`src/rtl/pcie_vc_router.sv`:
```
// pcie_vc_router: header-steered virtual-channel FIFOs drained by an arbiter into
// per-destination FIFOs, with pause flags and an init/idle/active/error control FSM.
// Build option: define VC_STRICT_PRIO_EN for lowest-index-first arbitration instead of round-robin.
module pcie_vc_router #(
  parameter int DATA_W     = 6,
  parameter int NUM_VC     = 2,
  parameter int NUM_DEST   = 2,
  parameter int VC_DEPTH   = 16,
  parameter int DEST_DEPTH = 4,
  localparam int VC_W    = $clog2(NUM_VC),
  localparam int DEST_W  = $clog2(NUM_DEST),
  localparam int VC_CW   = $clog2(VC_DEPTH) + 1,
  localparam int DEST_CW = $clog2(DEST_DEPTH) + 1
) (
  input  logic                       clk,
  input  logic                       reset,
  input  logic                       init,
  input  logic [VC_CW-1:0]           umbral_vc,
  input  logic [DEST_CW-1:0]         umbral_dest,
  input  logic                       push,
  input  logic [DATA_W-1:0]          data_in,
  input  logic [NUM_DEST-1:0]        pop,
  output logic [NUM_DEST*DATA_W-1:0] data_out,
  output logic [NUM_DEST-1:0]        valid_out,
  output logic [NUM_VC-1:0]          pause_vc,
  output logic [NUM_DEST-1:0]        dest_empty,
  output logic                       active_out,
  output logic                       idle_out,
  output logic                       error_out
);
  localparam int VC_AW   = $clog2(VC_DEPTH);
  localparam int DEST_AW = $clog2(DEST_DEPTH);
  localparam logic [VC_CW-1:0]   VC_FULL   = VC_CW'(VC_DEPTH);
  localparam logic [DEST_CW-1:0] DEST_FULL = DEST_CW'(DEST_DEPTH);

  typedef enum logic [2:0] {ST_RESET, ST_INIT, ST_IDLE, ST_ACTIVE, ST_ERROR} state_t;
  state_t state_q, state_d;

  logic [VC_CW-1:0]   thr_vc_q;
  logic [DEST_CW-1:0] thr_dest_q;

  logic [DATA_W-1:0]  vc_mem      [NUM_VC][VC_DEPTH];
  logic [VC_AW-1:0]   vc_wr_ptr   [NUM_VC];
  logic [VC_AW-1:0]   vc_rd_ptr   [NUM_VC];
  logic [VC_CW-1:0]   vc_cnt      [NUM_VC];

  logic [DATA_W-1:0]  dest_mem    [NUM_DEST][DEST_DEPTH];
  logic [DEST_AW-1:0] dest_wr_ptr [NUM_DEST];
  logic [DEST_AW-1:0] dest_rd_ptr [NUM_DEST];
  logic [DEST_CW-1:0] dest_cnt    [NUM_DEST];

  logic                running;
  logic                pop_open;
  logic [VC_W-1:0]     push_vc;
  logic                push_ok;
  logic                push_err;
  logic                pop_err;
  logic                all_empty;
  logic                err_event;
  logic [NUM_DEST-1:0] pop_ok;
  logic [NUM_VC-1:0]   eligible;
  logic [DEST_W-1:0]   head_dest [NUM_VC];
  logic                grant_valid;
  logic [VC_W-1:0]     grant_vc;
  logic [DATA_W-1:0]   grant_word;
  logic [DEST_W-1:0]   grant_dest;
  logic [NUM_VC-1:0]   vc_wr;
  logic [NUM_VC-1:0]   vc_rd;
  logic [NUM_DEST-1:0] dest_wr;

  assign running  = (state_q == ST_IDLE) || (state_q == ST_ACTIVE);
  assign pop_open = running || (state_q == ST_ERROR);
  assign push_vc  = data_in[DATA_W-1 -: VC_W];

  // A VC may only move its head forward when the target destination is below threshold.
  always_comb begin
    for (int v = 0; v < NUM_VC; v++) begin
      head_dest[v] = vc_mem[v][vc_rd_ptr[v]][DATA_W-1-VC_W -: DEST_W];
      eligible[v]  = running && (vc_cnt[v] != '0)
                  && (dest_cnt[head_dest[v]] < thr_dest_q)
                  && (dest_cnt[head_dest[v]] != DEST_FULL);
    end
  end

`ifndef VC_STRICT_PRIO_EN
  logic [VC_W-1:0] last_grant_q;

  always_ff @(posedge clk) begin
    if (reset)            last_grant_q <= VC_W'(NUM_VC - 1);
    else if (grant_valid) last_grant_q <= grant_vc;
  end
`endif

  always_comb begin
    grant_valid = 1'b0;
    grant_vc    = '0;
`ifdef VC_STRICT_PRIO_EN
    for (int i = NUM_VC - 1; i >= 0; i--) begin
      if (eligible[i]) begin
        grant_valid = 1'b1;
        grant_vc    = VC_W'(i);
      end
    end
`else
    // Scan from farthest to nearest offset so the VC just after last_grant wins.
    for (int i = NUM_VC; i >= 1; i--) begin
      if (eligible[last_grant_q + VC_W'(i)]) begin
        grant_valid = 1'b1;
        grant_vc    = last_grant_q + VC_W'(i);
      end
    end
`endif
  end

  assign grant_word = vc_mem[grant_vc][vc_rd_ptr[grant_vc]];
  assign grant_dest = head_dest[grant_vc];

  // NOTE: every signal driven here gets a default first, so no path leaves it unassigned and no latch is inferred.
  always_comb begin
    push_ok   = 1'b0;
    push_err  = 1'b0;
    pop_err   = 1'b0;
    all_empty = 1'b1;
    pop_ok    = '0;
    vc_wr     = '0;
    vc_rd     = '0;
    dest_wr   = '0;
    if (running && push) begin
      if ((vc_cnt[push_vc] != VC_FULL) || (grant_valid && (grant_vc == push_vc))) push_ok = 1'b1;
      else                                                                         push_err = 1'b1;
    end
    for (int v = 0; v < NUM_VC; v++) begin
      vc_wr[v] = push_ok && (push_vc == VC_W'(v));
      vc_rd[v] = grant_valid && (grant_vc == VC_W'(v));
      if (vc_cnt[v] != '0) all_empty = 1'b0;
    end
    for (int d = 0; d < NUM_DEST; d++) begin
      pop_ok[d]  = pop_open && pop[d] && (dest_cnt[d] != '0);
      dest_wr[d] = grant_valid && (grant_dest == DEST_W'(d));
      if (running && pop[d] && (dest_cnt[d] == '0)) pop_err = 1'b1;
      if (dest_cnt[d] != '0) all_empty = 1'b0;
    end
  end

  assign err_event = push_err || pop_err;

  always_comb begin
    state_d = state_q;
    unique case (state_q)
      ST_RESET:  state_d = ST_INIT;
      ST_INIT:   if (!init) state_d = ST_IDLE;
      ST_IDLE: begin
        if (err_event) state_d = ST_ERROR;
        else if (init) state_d = ST_INIT;
        else if (push) state_d = ST_ACTIVE;
      end
      ST_ACTIVE: begin
        if (err_event)                state_d = ST_ERROR;
        else if (init)                state_d = ST_INIT;
        else if (all_empty && !push)  state_d = ST_IDLE;
      end
      ST_ERROR:  state_d = ST_ERROR;
      default:   state_d = ST_RESET;
    endcase
  end

  // NOTE: state registers use non-blocking assignments so every flop samples pre-edge values.
  always_ff @(posedge clk) begin
    if (reset) begin
      state_q    <= ST_RESET;
      thr_vc_q   <= VC_CW'(VC_DEPTH - 2);
      thr_dest_q <= DEST_CW'(DEST_DEPTH - 1);
    end else begin
      state_q <= state_d;
      if (state_q == ST_INIT) begin
        thr_vc_q   <= umbral_vc;
        thr_dest_q <= umbral_dest;
      end
    end
  end

  always_ff @(posedge clk) begin
    if (reset) begin
      for (int v = 0; v < NUM_VC; v++) begin
        vc_wr_ptr[v] <= '0;
        vc_rd_ptr[v] <= '0;
        vc_cnt[v]    <= '0;
      end
      for (int d = 0; d < NUM_DEST; d++) begin
        dest_wr_ptr[d] <= '0;
        dest_rd_ptr[d] <= '0;
        dest_cnt[d]    <= '0;
      end
      data_out  <= '0;
      valid_out <= '0;
    end else begin
      for (int v = 0; v < NUM_VC; v++) begin
        if (vc_wr[v]) vc_wr_ptr[v] <= vc_wr_ptr[v] + VC_AW'(1);
        if (vc_rd[v]) vc_rd_ptr[v] <= vc_rd_ptr[v] + VC_AW'(1);
        vc_cnt[v] <= vc_cnt[v] + VC_CW'(vc_wr[v]) - VC_CW'(vc_rd[v]);
      end
      for (int d = 0; d < NUM_DEST; d++) begin
        if (dest_wr[d]) dest_wr_ptr[d] <= dest_wr_ptr[d] + DEST_AW'(1);
        if (pop_ok[d]) begin
          dest_rd_ptr[d]                <= dest_rd_ptr[d] + DEST_AW'(1);
          data_out[d*DATA_W +: DATA_W]  <= dest_mem[d][dest_rd_ptr[d]];
        end
        dest_cnt[d] <= dest_cnt[d] + DEST_CW'(dest_wr[d]) - DEST_CW'(pop_ok[d]);
      end
      valid_out <= pop_ok;
    end
  end

  // NOTE: storage arrays are not reset; zeroed pointers and counts make stale contents unreachable.
  always_ff @(posedge clk) begin
    if (push_ok)     vc_mem[push_vc][vc_wr_ptr[push_vc]] <= data_in;
    if (grant_valid) dest_mem[grant_dest][dest_wr_ptr[grant_dest]] <= grant_word;
  end

  always_comb begin
    for (int v = 0; v < NUM_VC; v++)   pause_vc[v]   = (vc_cnt[v] >= thr_vc_q);
    for (int d = 0; d < NUM_DEST; d++) dest_empty[d] = (dest_cnt[d] == '0);
  end

  assign active_out = (state_q == ST_ACTIVE);
  assign idle_out   = (state_q == ST_IDLE);
  assign error_out  = (state_q == ST_ERROR);

endmodule
```
`config.mk`:
```
export PLATFORM = sky130hd
export DESIGN_NAME = pcie_vc_router
export DESIGN_NICKNAME = d
export VERILOG_FILES = /design/src/rtl/pcie_vc_router.sv
export SDC_FILE = /design/constraint.sdc
export NUM_CORES = 1
export LEC_CHECK = 0
export CAP_MARGIN = 15
export CORE_MARGIN = 4
export CORE_UTILIZATION = 50
export DETAILED_ROUTE_END_ITERATION = 10
export PLACE_DENSITY = 0.73
export SETUP_SLACK_MARGIN = 0.02
export SYNTH_ARGS = -nofsm -noshare
export SYNTH_HDL_FRONTEND = slang
export SYNTH_SLANG_ARGS = --single-unit
```
`constraint.sdc`:
```
create_clock -name clk -period 6.5 [get_ports clk]
set_input_delay 0.65 -clock clk [delete_from_list [all_inputs] [get_ports clk]]
set_output_delay 0.65 -clock clk [all_outputs]
set_load 0.02 [all_outputs]
```
* Word-level counts from Yosys, hierarchy flattened
Memories as Yosys holds them, arrays and structs flattened. Index checks and enable logic that the tools add are counted.
Storage, ports and cells: bits in registers 26, RAM bits 280, input bits 20, output and inout port bits 21, word-level logic and storage cells 211, memories kept 8
Memories:
- vc_mem | words 2, bits a word 96, read ports 3, clocked after memory_dff 0, write ports 1, RTL line 42 | logic [DATA_W-1:0] vc_mem [NUM_VC][VC_DEPTH];
- dest_mem | words 2, bits a word 24, read ports 2, clocked after memory_dff 0, write ports 1, RTL line 47 | logic [DATA_W-1:0] dest_mem [NUM_DEST][DEST_DEPTH];
- vc_cnt | words 2, bits a word 5, read ports 3, clocked after memory_dff 0, write ports 2, RTL line 45 | logic [VC_CW-1:0] vc_cnt [NUM_VC];
- vc_rd_ptr | words 2, bits a word 4, read ports 3, clocked after memory_dff 0, write ports 2, RTL line 44 | logic [VC_AW-1:0] vc_rd_ptr [NUM_VC];
- vc_wr_ptr | words 2, bits a word 4, read ports 3, clocked after memory_dff 0, write ports 2, RTL line 43 | logic [VC_AW-1:0] vc_wr_ptr [NUM_VC];
- dest_cnt | words 2, bits a word 3, read ports 4, clocked after memory_dff 0, write ports 2, RTL line 50 | logic [DEST_CW-1:0] dest_cnt [NUM_DEST];
- +2 memories
Cells by class: add/sub/neg operators 17, magnitude comparators 16, equality and inequality tests 11, muxes and demuxes 91, bitwise operators 23, reductions and logical operators 38
Operators by type and width (count):
- $mux 96 | 1
- $bmux 6 s4 | 3
- $mux 1 | 50
- $mux 6 | 8
- $mux 5 | 6
- $mux 3 | 9
- $logic_and 1x1->1 | 25
- $bmux 6 s2 | 2
- $demux 6 s4 | 1
- $mux 24 | 1
- $ge 5x5->1 const B | 4
- $not 4->5 | 4
- $add 4x1->4 const B | 4
- $mux 4 | 4
- $pmux 3 s5 | 1
- $demux 6 s2 | 1
- $or 1x1->1 | 12
- $add 5x1->5 | 2
- $ge 5x5->1 | 2
- $reduce_bool 5->1 | 2
- $sub 5x1->5 | 2
- $ge 3x3->1 const B | 3
- $logic_not 3->1 | 3
- $not 2->3 | 3
- other kinds (25) | 43

* Logic depth before layout (Yosys ltp)
An unclocked memory read counts as a cell.
depth in word-level cells 23, gate-level depth with buffers 21, gate-level depth less buffers 20

* Worst setup path after synthesis
No wires, ideal clock.
path kind flip-flop to flip-flop, start memory vc_rd_ptr[1][0] in the netlist's numbering, end memory dest_cnt[0][2] in the netlist's numbering, library setup time 0.128 ns, arrival time 4.662 ns, required time 6.372 ns, path slack 1.710 ns, cell stages (with the launch flop) 20, buffers on the path 1, clock period less this slack 4.790 ns, cell sequence edfxtp_1 buf_6 mux4_2 mux4_2 mux2_2 ha_1 a21oi_1 nand4_1 mux2_4 a31oi_4 o41a_4 mux2_2 or2_1 inv_1 ha_1 inv_1 fa_1 xor2_1 xnor2_1 nor2_1
RTL lines (RTL line):
- start: declaration | 44
- end: declaration | 50

==> flow_summary_export.csv <==
group,metric,value,unit
run_status,status,"finished clean",
clock_network,clock_sinks,306,
setup_path,crit_cells,18,
placed_design,port_buffers,40,
placed_design,place.gp.congestion,0.831,
routing,drt_iter0_drc,605,
sta,drv_slew,0,
hold_path,hold_class,"flip-flop to flip-flop",
clock_network,cts_tree,"yes",
clock_network,cts_post_setup_buffers_inserted,0,
clock_network,cts_buffers,31,
logic_synthesis,synthArstFlopShare,0,
pwr,peakVddDrop,0.210,mV
sta,tns,0,ns
routing,ant_nets,0,
setup_path,cpPeakStageDelay,0.81,ns
routing,wl,24300,microns
floorplanning,die_w,169,microns
sta,slew_headroom,0.247,
finish,area_growth,13.5,%
logic_synthesis,synth.distinct_cells,58,
setup_path,worstReg2RegStart,"vc_rd_ptr[1][0]",
clock_network,clock_latency,0.55,ns
setup_path,rr_endpoint,"dest_cnt[0][2]",
sta,setup_ws,0.798,ns
logic_synthesis,syn_avg_cell_area,16.2,sq um
placed_design,pre_cts_slack,0.753,ns
sta,setup_viol,0,
clock_network,clock_path_buffers,3,
setup_path,end_kind,"flip-flop",
floorplanning,die_y,169,microns
routing,routed_via_density,5.60,
finish,drive_above_1_share,0.163,
logic_synthesis,yosysMostFrequentCell,"edfxtp_1",
logic_synthesis,synth_area_leaders,"edfxtp_1, mux4_2, dfxtp_1",
global_route,grtUsageTotal,0.172,
logic_synthesis,syn_area,13000,sq um
floorplanning,core_area,25400,sq um
sta,tightest_slew,1.13,ns
logic_synthesis,synth_ff_type,"edfxtp_1",
setup_path,worstPathRequired,6.90,ns
setup_path,critPathLaunchType,"flip-flop",
global_route,antenna_found_initial,0,
logic_synthesis,netlist_top_cells_count,"edfxtp_1, nor2_1, mux4_2",
global_route,grt_start_max_net_pins,54,
routing,drc,0,
clock_network,cts_root_buf,"clkbuf_16",
finish,layout.nets,917,
finish,post-route-util,0.583,
setup_path,crit_chain,"mux4_2 > mux4_2 > mux2_2 > ha_1 > a21oi_1 > nand4_1 > mux2_4 > a31oi_4 > o41a_4 > mux2_2 > or2_1 > inv_1 > ha_1 > inv_1 > fa_1 > xor2_1 > xnor2_1 > nor2_1",
global_route,grt_overflow_total,0,
clock_network,hold_buffers,0,
global_route,grt_pass1_wl,38600,microns
logic_synthesis,syn_nets,864,
logic_synthesis,synth_edf_count,264,
sta,clock.fmax,175,MHz
floorplanning,die-area,28700,sq um
setup_path,slowest_stage,"edfxtp_1",
setup_path,timing.critical_path.to,"dest_cnt[0][2]",
pwr,leakage,5.14,nW
setup_path,cp-startpoint,"vc_rd_ptr[1][0]",
logic_synthesis,postSynthCellCount,806,
setup_path,crit_buf_inv,2,
logic_synthesis,yosysTopAreaCell,"edfxtp_1",
floorplanning,ios,41,
global_route,grt_pass1_vias,6849,
floorplanning,fp-row-count,58,
setup_path,r2r_slack,0.80,ns
setup_path,cp_max_fo,13,
logic_synthesis,synth_top_cell_area_share,0.608,
sta,rsz0062_at_grt,"false",
clock_network,cts_resized,0,
sta,hold_viol,0,
logic_synthesis,synth_warnings,0,
routing,num_vias,6779,
routing,drt-pass1-iter-count,5,
clock_network,htreeDepth,1,
finish,antenna_cells,0,
placed_design,dp_hpwl,16500,microns
floorplanning,start_util,0.513,
setup_path,arrival,6.10,ns
flow_run,drv_cap,0,
logic_synthesis,synth_seq_area_share,0.673,
sta,period_share,0.877,
pwr,power_density,298,nW/um^2
logic_synthesis,synth.ff_latch_count,306,
setup_path,r2r_cells,18,
routing,wl_per_cell,20.0,microns
clock_network,path_clk_slew,0.06,ns
setup_path,critPathTopFamily,"multiplexers",
setup_path,crit_type,"flip-flop to flip-flop",
sta,skew,0.0214,ns
sta,finalCriticalPeriod,5.70,ns
-- through the flow --
step	instance area (sq um)	hold slack [ns]	cells	total power [W]
CTS	14700	0.501	1207	0.00445
finish	14800	0.496	1211	0.00441
floorplan	13000	0.460	806	0.00263
global placement	13800	0.474	1152	0.00278
detailed placement	13800	0.487	1152	0.00280
global route	14800	0.527	1211	0.00460
-- kinds of logic after synthesis --
family	after synthesis	synth area share
adder cells (fa/ha/maj)	38	0.0388
AO/OA/AOI/OAI	63	0.0400
buffers and inverters	73	0.0227
flip-flops	306	0.673
AND/OR/NAND/NOR	209	0.0784
XOR/XNOR	22	0.0148
multiplexers	95	0.133
-- cell type report --
cell class                      instances  area [sq um]
Sequential cell                       306          8770
Tap cell                              330           413
Multi-Input combinational cell        427          3970
Timing Repair Buffer                   53           548
Clock inverter                         18           151
Inverter                               40           150
Fill cell                            1929         10600
Clock buffer                           37           798
-- routing by layer --
layer	track usage	up-vias	part of all wire
met3	0.0273	33	0.048
li1	-	3177	-
met4	0.0396	0	0.017
met1	0.254	3414	0.45
met5	0	-	0
met2	0.275	155	0.48
-- report_power, final --
group          internal, W  switching, W
sequential         0.00220     0.0000542
combinational     0.000227      0.000277
clock             0.000952      0.000706
total              0.00337       0.00104
-- layout by cell type, fill, tap and decap left out, types with 6 or more instances in the layout --
| cell type | n |
|---|---|
| mux4_2 | 61 |
| clkbuf_16 | 31 |
| nor3b_1 | 6 |
| nand2b_1 | 11 |
| nor2_1 | 107 |
| o21ai_0 | 7 |
| xnor2_1 | 13 |
| clkbuf_1 | 6 |
| ha_1 | 34 |
| inv_1 | 40 |
| and3b_1 | 6 |
| nor3_1 | 14 |
| clkdlybuf4s50_1 | 39 |
| o22ai_1 | 7 |
| dfxtp_1 | 42 |
| buf_4 | 9 |
| nand2_1 | 13 |
| nor2b_1 | 14 |
| xor2_1 | 9 |
| nand3_1 | 10 |
| mux2i_1 | 27 |
| edfxtp_1 | 264 |
| a21oi_1 | 12 |
| clkinv_1 | 6 |
-- registers in the layout (all words and copies together) (netlist names) --
name          count
dest_rd_ptr       4
dest_mem         48
valid_out         2
vc_rd_ptr         8
thr_dest_q        3
data_out         12
state_q           3
dest_wr_ptr       4
vc_mem          192
vc_cnt           10
last_grant_q      1
thr_vc_q          5
vc_wr_ptr         8
dest_cnt          6
-- worst min-delay path, stage by stage, from the launching register on --
cell and delay [ns]:
dfxtp_1 0.32, mux2i_1 0.07, nor2_1 0.07
-- how the worst min path moves through the flow --
stage                  start            end  slack, ns  cells after the start
6_report         data_out[0]    data_out[0]       0.50                      2
5_1_grt          thr_vc_q[4]    thr_vc_q[4]       0.53                      2
4_1_cts          data_out[9]    data_out[9]       0.50                      2
3_5_place_dp     data_out[7]    data_out[7]       0.49                      2
3_3_place_gp    data_out[10]   data_out[10]       0.47                      2
2_1_floorplan  thr_dest_q[2]  thr_dest_q[2]       0.46                      2
(Power assumes the default switching activity.)
==> patch 1 (config.mk and constraints unchanged) <==
The 5 states of `state_t` get a one-hot encoding in 5 bits.
--- a/src/rtl/pcie_vc_router.sv
+++ b/src/rtl/pcie_vc_router.sv
@@ -33,7 +33,7 @@
   localparam logic [VC_CW-1:0]   VC_FULL   = VC_CW'(VC_DEPTH);
   localparam logic [DEST_CW-1:0] DEST_FULL = DEST_CW'(DEST_DEPTH);
 
-  typedef enum logic [2:0] {ST_RESET, ST_INIT, ST_IDLE, ST_ACTIVE, ST_ERROR} state_t;
+  typedef enum logic [4:0] {ST_RESET = 5'b00001, ST_INIT = 5'b00010, ST_IDLE = 5'b00100, ST_ACTIVE = 5'b01000, ST_ERROR = 5'b10000} state_t;
   state_t state_q, state_d;
 
   logic [VC_CW-1:0]   thr_vc_q;
Behaviour: same outputs for any inputs over 4 cycles, from zero or initial values and one cycle with reset high; so few cycles prove little.
==> patch 1 against the unedited design <==
  * Area after synthesis up 1.5%
  * Worst setup slack improved by 0.29 ns
  * Sequential share of layout area is 1.1 points lower
  * Wire length up 9.0%
  * Final area increased by 2.4%
  * Sequential cell count is 2 higher
  * Die area up 1.5%
  * Largest cell class unchanged
Power is not compared: it rests on default switching activity, and its combinational part moved more than twofold at a synthesized area within 25%.
==> patch 1: results (changes against the unedited design) <==
| Metric | Value |
|---|---|
| Setup Skew | `0.0119 ns (-0.00954 ns)` |
| Finished Layout Cells | `1288 (+6.4%)` |
| Iteration-0 DRC count of the detailed router | `625 (+3.3%)` |
| Net Count, Synth | `930 (+7.6%)` |
| Overall global routing resource usage | `0.184 (+0.0122)` |
| Run status | `finished, final reports clean` |
| Largest vdd supply drop | `0.202 mV` |
| Wire length of the first global-routing pass | `41900 um (+8.6%)` |
| Via Count | `7428 (+9.6%)` |
| Total of fill cells in the finished design | `2007 (+4.0%)` |
| Placer congestion estimate | `0.790 (-4.9%)` |
| Number of library cell types mapped by synthesis | `56 (-3.4%)` |
| Pre-CTS setup slack | `1.10 ns (+0.350 ns)` |
| Total wire length | `26500 um (+9.0%)` |
| Main area contributors after synthesis | `edfxtp_1 60%, mux4_2 9.9%, dfxtp_1 6.7%` |
| Ratio of cells with drive above 1 in the final layout | `0.148 (-0.0155)` |
| Post-detailed-placement half-perimeter wirelength | `17400 um (+5.7%)` |
| Critical Path Fanout Max | `10 (-3)` |
| Transition time at the pin with the least slew margin | `1.15 ns (+0.0188 ns)` |
| Data arrival, critical path | `5.83 ns (-0.27 ns)` |
| Portion of the post-synthesis area used by sequential elements | `0.665 (-0.00721)` |
| Placed cell area | `14000 sq um (+1.9%)` |
| Gate Count Post-Synth | `872 (+8.2%)` |
| Initial antenna violation count | `1 (+1)` |
| Via count of the first global-routing pass | `7462 (+9.0%)` |
| Pin count of the biggest net entering global routing | `40 (-26%)` |
| Buffers from clock root to sink, at most | `3 (unchanged)` |
| Most instantiated cells after synthesis | `264 x edfxtp_1, 116 x nor2_1, 58 x mux4_2` |
| Total instance count after detailed placement | `1226 (+6.4%)` |
| Main flop type after synthesis | `edfxtp_1` |
| Final design utilization | `0.581 (-0.00135)` |
| Final nets | `986 (+7.5%)` |
patch 1: cell count changes after synthesis, sizes merged, moves of 6 or more:
cell and delta:
nor2 +9, o211ai +9, o21ai +9, nand2 +23
a21oi +6, nor3 +11
patch 1: cells by family (layout without fill, tap and decap cells):
logic type               count (synthesis)  count (layout)  synth area share
buffers and inverters                   77             158            0.0227
flip-flops                             308             308             0.665
multiplexers                            90              90             0.123
adder cells (fa/ha/maj)                 38              38            0.0382
AO/OA/AOI/OAI                           81              81            0.0436
XOR/XNOR                                24              24            0.0159
AND/OR/NAND/NOR                        254             254            0.0909
patch 1: through the flow:
stage / total power [mW] / hold WS (ns)
global placement: 2.36 / 0.461
finish: 4.11 / 0.486
detailed placement: 2.37 / 0.473
floorplan: 2.30 / 0.445
CTS: 4.14 / 0.489
global route: 4.24 / 0.510
patch 1: area by class of cell:
cell class	count	share of cell area
multi-input cells	487	0.273
inverters	40	0.00991
clock buffers	40	0.0541
clock inverters	18	0.0132
flip-flops and latches	308	0.581
repair buffers	60	0.0411
well taps	335	0.0277
patch 1: path summary, 6_finish.rpt:
path                   startpoint        endpoint  slack, ns  cells after the start
setup / recovery  vc_rd_ptr[1][0]  dest_cnt[0][2]       1.09                     17
hold / removal        thr_vc_q[3]     thr_vc_q[3]       0.49                      2
setup reg to reg  vc_rd_ptr[1][0]  dest_cnt[0][2]       1.09                     17
hold reg to reg       thr_vc_q[3]     thr_vc_q[3]       0.49                      2
patch 1: power by group:
group	switching (mW)	internal, mW	total [mW]
clock	0.724	1.05	1.77
combinational	0.0861	0.0699	0.156
sequential	0.0225	2.15	2.18
total	0.833	3.27	4.11
patch 1: worst max-delay path, stage by stage (launching register included):
cell and delay (ns):
edfxtp_1 0.64, buf_4 0.27, mux4_2 0.50, mux4_2 0.59
mux2_2 0.31, ha_1 0.31, a2111o_1 0.39, a21oi_2 0.20
o21a_1 0.33, mux2_2 0.47, nand2b_1 0.23, inv_1 0.09
ha_1 0.15, inv_1 0.05, fa_1 0.37, xor2_1 0.17
xnor2_1 0.13, nor2_1 0.05
patch 1: routing by layer:
layer / part of all wire / up-vias / track usage
li1: - / 3428 / -
met1: 0.44 / 3755 / 0.264
met2: 0.48 / 200 / 0.299
met3: 0.051 / 45 / 0.0275
met4: 0.026 / 0 / 0.0510
met5: 0 / - / 0
==> patch 2 (config.mk and constraints unchanged) <==
Made on the original files. The option `VC_STRICT_PRIO_EN` is turned on by a define.
--- a/src/rtl/pcie_vc_router.sv
+++ b/src/rtl/pcie_vc_router.sv
@@ -1,6 +1,8 @@
 // pcie_vc_router: header-steered virtual-channel FIFOs drained by an arbiter into
 // per-destination FIFOs, with pause flags and an init/idle/active/error control FSM.
 // Build option: define VC_STRICT_PRIO_EN for lowest-index-first arbitration instead of round-robin.
+`define VC_STRICT_PRIO_EN
+
 module pcie_vc_router #(
   parameter int DATA_W     = 6,
   parameter int NUM_VC     = 2,
Function: changed (a bounded check fails within 10 cycles, from zero or initial values and one cycle with reset high).
==> patch 2 against the unedited design <==
  * Final area rose by 1.7%
  * Power rose by 1.6%
  * Wire length rose by 13%
  * Count of clock-buffer cells in the layout did not move
  * Cell count rose by 6.0%
  * Sequential cell count fell by 1
  * Area after synthesis rose by 1.7%
  * Synthesized cell count rose by 8.1%
  * Worst setup slack got worse by 0.21 ns
  * Critical path type unchanged
  * Critical endpoint is now dest_mem[1][3]
  * Largest power group unchanged
==> patch 2: results (changes against the unedited design) <==
| Metric | Value |
|---|---|
| Xor-xnor portion of the synthesized cell area | `0.0139 (-0.000909)` |
| M1 GR Usage | `0.273 (+0.0189)` |
| Portion of the post-synthesis area used by sequential elements | `0.660 (-0.0128)` |
| Data arrival, critical path | `6.11 ns (about the same)` |
| Setup slack on the worst flop-to-flop path | `0.58 ns (-0.21 ns)` |
| Number of library cell types mapped by synthesis | `63 (+8.6%)` |
| Post-route worst hold slack | `0.494 ns (-0.00161 ns)` |
| Pre-CTS setup slack | `0.677 ns (-0.0753 ns)` |
| Placed cell area | `14000 sq um (+1.7%)` |
| Total clock buffers created by CTS | `30 (-3.2%)` |
| Final nets | `982 (+7.1%)` |
| Iteration-0 DRC count of the detailed router | `802 (+33%)` |
| Hold wc startpoint | `data_out[7]` |
| Compound-cell area share of the yosys netlist | `0.0423 (+0.00225)` |
| Initial antenna violation count | `0 (unchanged)` |
| Avg Vias per Cell | `5.80 (+3.7%)` |
| Buffers inserted during post-CTS setup optimization | `0 (unchanged)` |
| Arithmetic-cell share of the synthesized area counting full adders, half adders and majority gates | `0.0381 (-0.000651)` |
| Average size of a mapped cell | `15.2 sq um (-5.9%)` |
| Finished Layout Cells | `1284 (+6.0%)` |
| Total of fill cells in the finished design | `2019 (+4.7%)` |
| Cell family with most CP delay | `multiplexers` |
| Transition time at the pin with the least slew margin | `1.10 ns (-0.0310 ns)` |
| Worst r2r path cells | `13 (-5)` |
| Total power divided by cell area | `298 nW/um^2 (about the same)` |
| Leakage | `5.39 nW (+4.9%)` |
| Comb. pwr | `0.544 mW (+7.9%)` |
| Met3 track demand over resource | `0.0240 (-0.00322)` |
| Post-detailed-placement half-perimeter wirelength | `18300 um (+11%)` |
| Run status | `finished, final reports clean` |
| Internal portion of total power | `3.42 mW (+1.2%)` |
| Average wire per cell in the routed design | `21.3 um (+6.3%)` |
| Via count of the first global-routing pass | `7267 (+6.1%)` |
| FF-to-FF End | `dest_mem[1][3]` |
| Total instance count after detailed placement | `1223 (+6.2%)` |
| Wire length of the first global-routing pass | `42300 um (+9.6%)` |
| Met2 routing resource usage after global routing | `0.302 (+0.0274)` |
| Pin count of the biggest net entering global routing | `53 (-1.9%)` |
| Most instantiated cells after synthesis | `264 x edfxtp_1, 104 x nor2_1, 49 x inv_1` |
| Initial Utilization | `0.509 (-0.00444)` |
| Relative area change from synthesis to final layout | `13.5% (about the same)` |
| Delay contributed by the slowest stage of the critical path | `0.91 ns (+0.10 ns)` |
| Ratio of cells with drive above 1 in the final layout | `0.132 (-0.0316)` |
| Net Count, Synth | `929 (+7.5%)` |
| Main area contributors after synthesis | `edfxtp_1 60%, mux4_2 6.5%, dfxtp_1 6.2%` |
| Slowest cell on the critical path | `nor3_1` |
| Overall global routing resource usage | `0.188 (+0.0160)` |
| Worst min-delay path category | `reg2reg` |
| Endpoint, Worst Hold | `data_out[7]` |
| Setup Skew | `0.0115 ns (-0.00996 ns)` |
| Mux share of post-synthesis cell area | `0.136 (+0.00343)` |
| Largest vdd supply drop | `0.229 mV (+9.1%)` |
-- patch 2: worst max path at each step --
stage,slack [ns],from,to
5_1_grt,0.39,vc_rd_ptr[0][0],dest_mem[1][3]
6_report,0.58,vc_rd_ptr[1][0],dest_mem[1][3]
2_1_floorplan,1.46,vc_rd_ptr[1][0],dest_cnt[1][2]
3_5_place_dp,0.68,vc_rd_ptr[1][0],dest_mem[1][9]
3_3_place_gp,0.88,vc_rd_ptr[1][0],dest_cnt[1][2]
4_1_cts,0.66,vc_rd_ptr[1][0],dest_mem[1][15]
-- patch 2: layout make-up --
cell class,instances,area share
sequential,305,0.581
clock buffer,37,0.0530
timing repair buffer,59,0.0399
tap,335,0.0278
multi-input combinational,479,0.275
inverter,49,0.0122
antenna,1,0.000166
clock inverter,19,0.0108
-- patch 2: per-layer routing --
layer	part of all wire	routed length, um
met1	0.44	12000
met2	0.46	12700
met3	0.065	1780
met4	0.033	891
met5	0	0
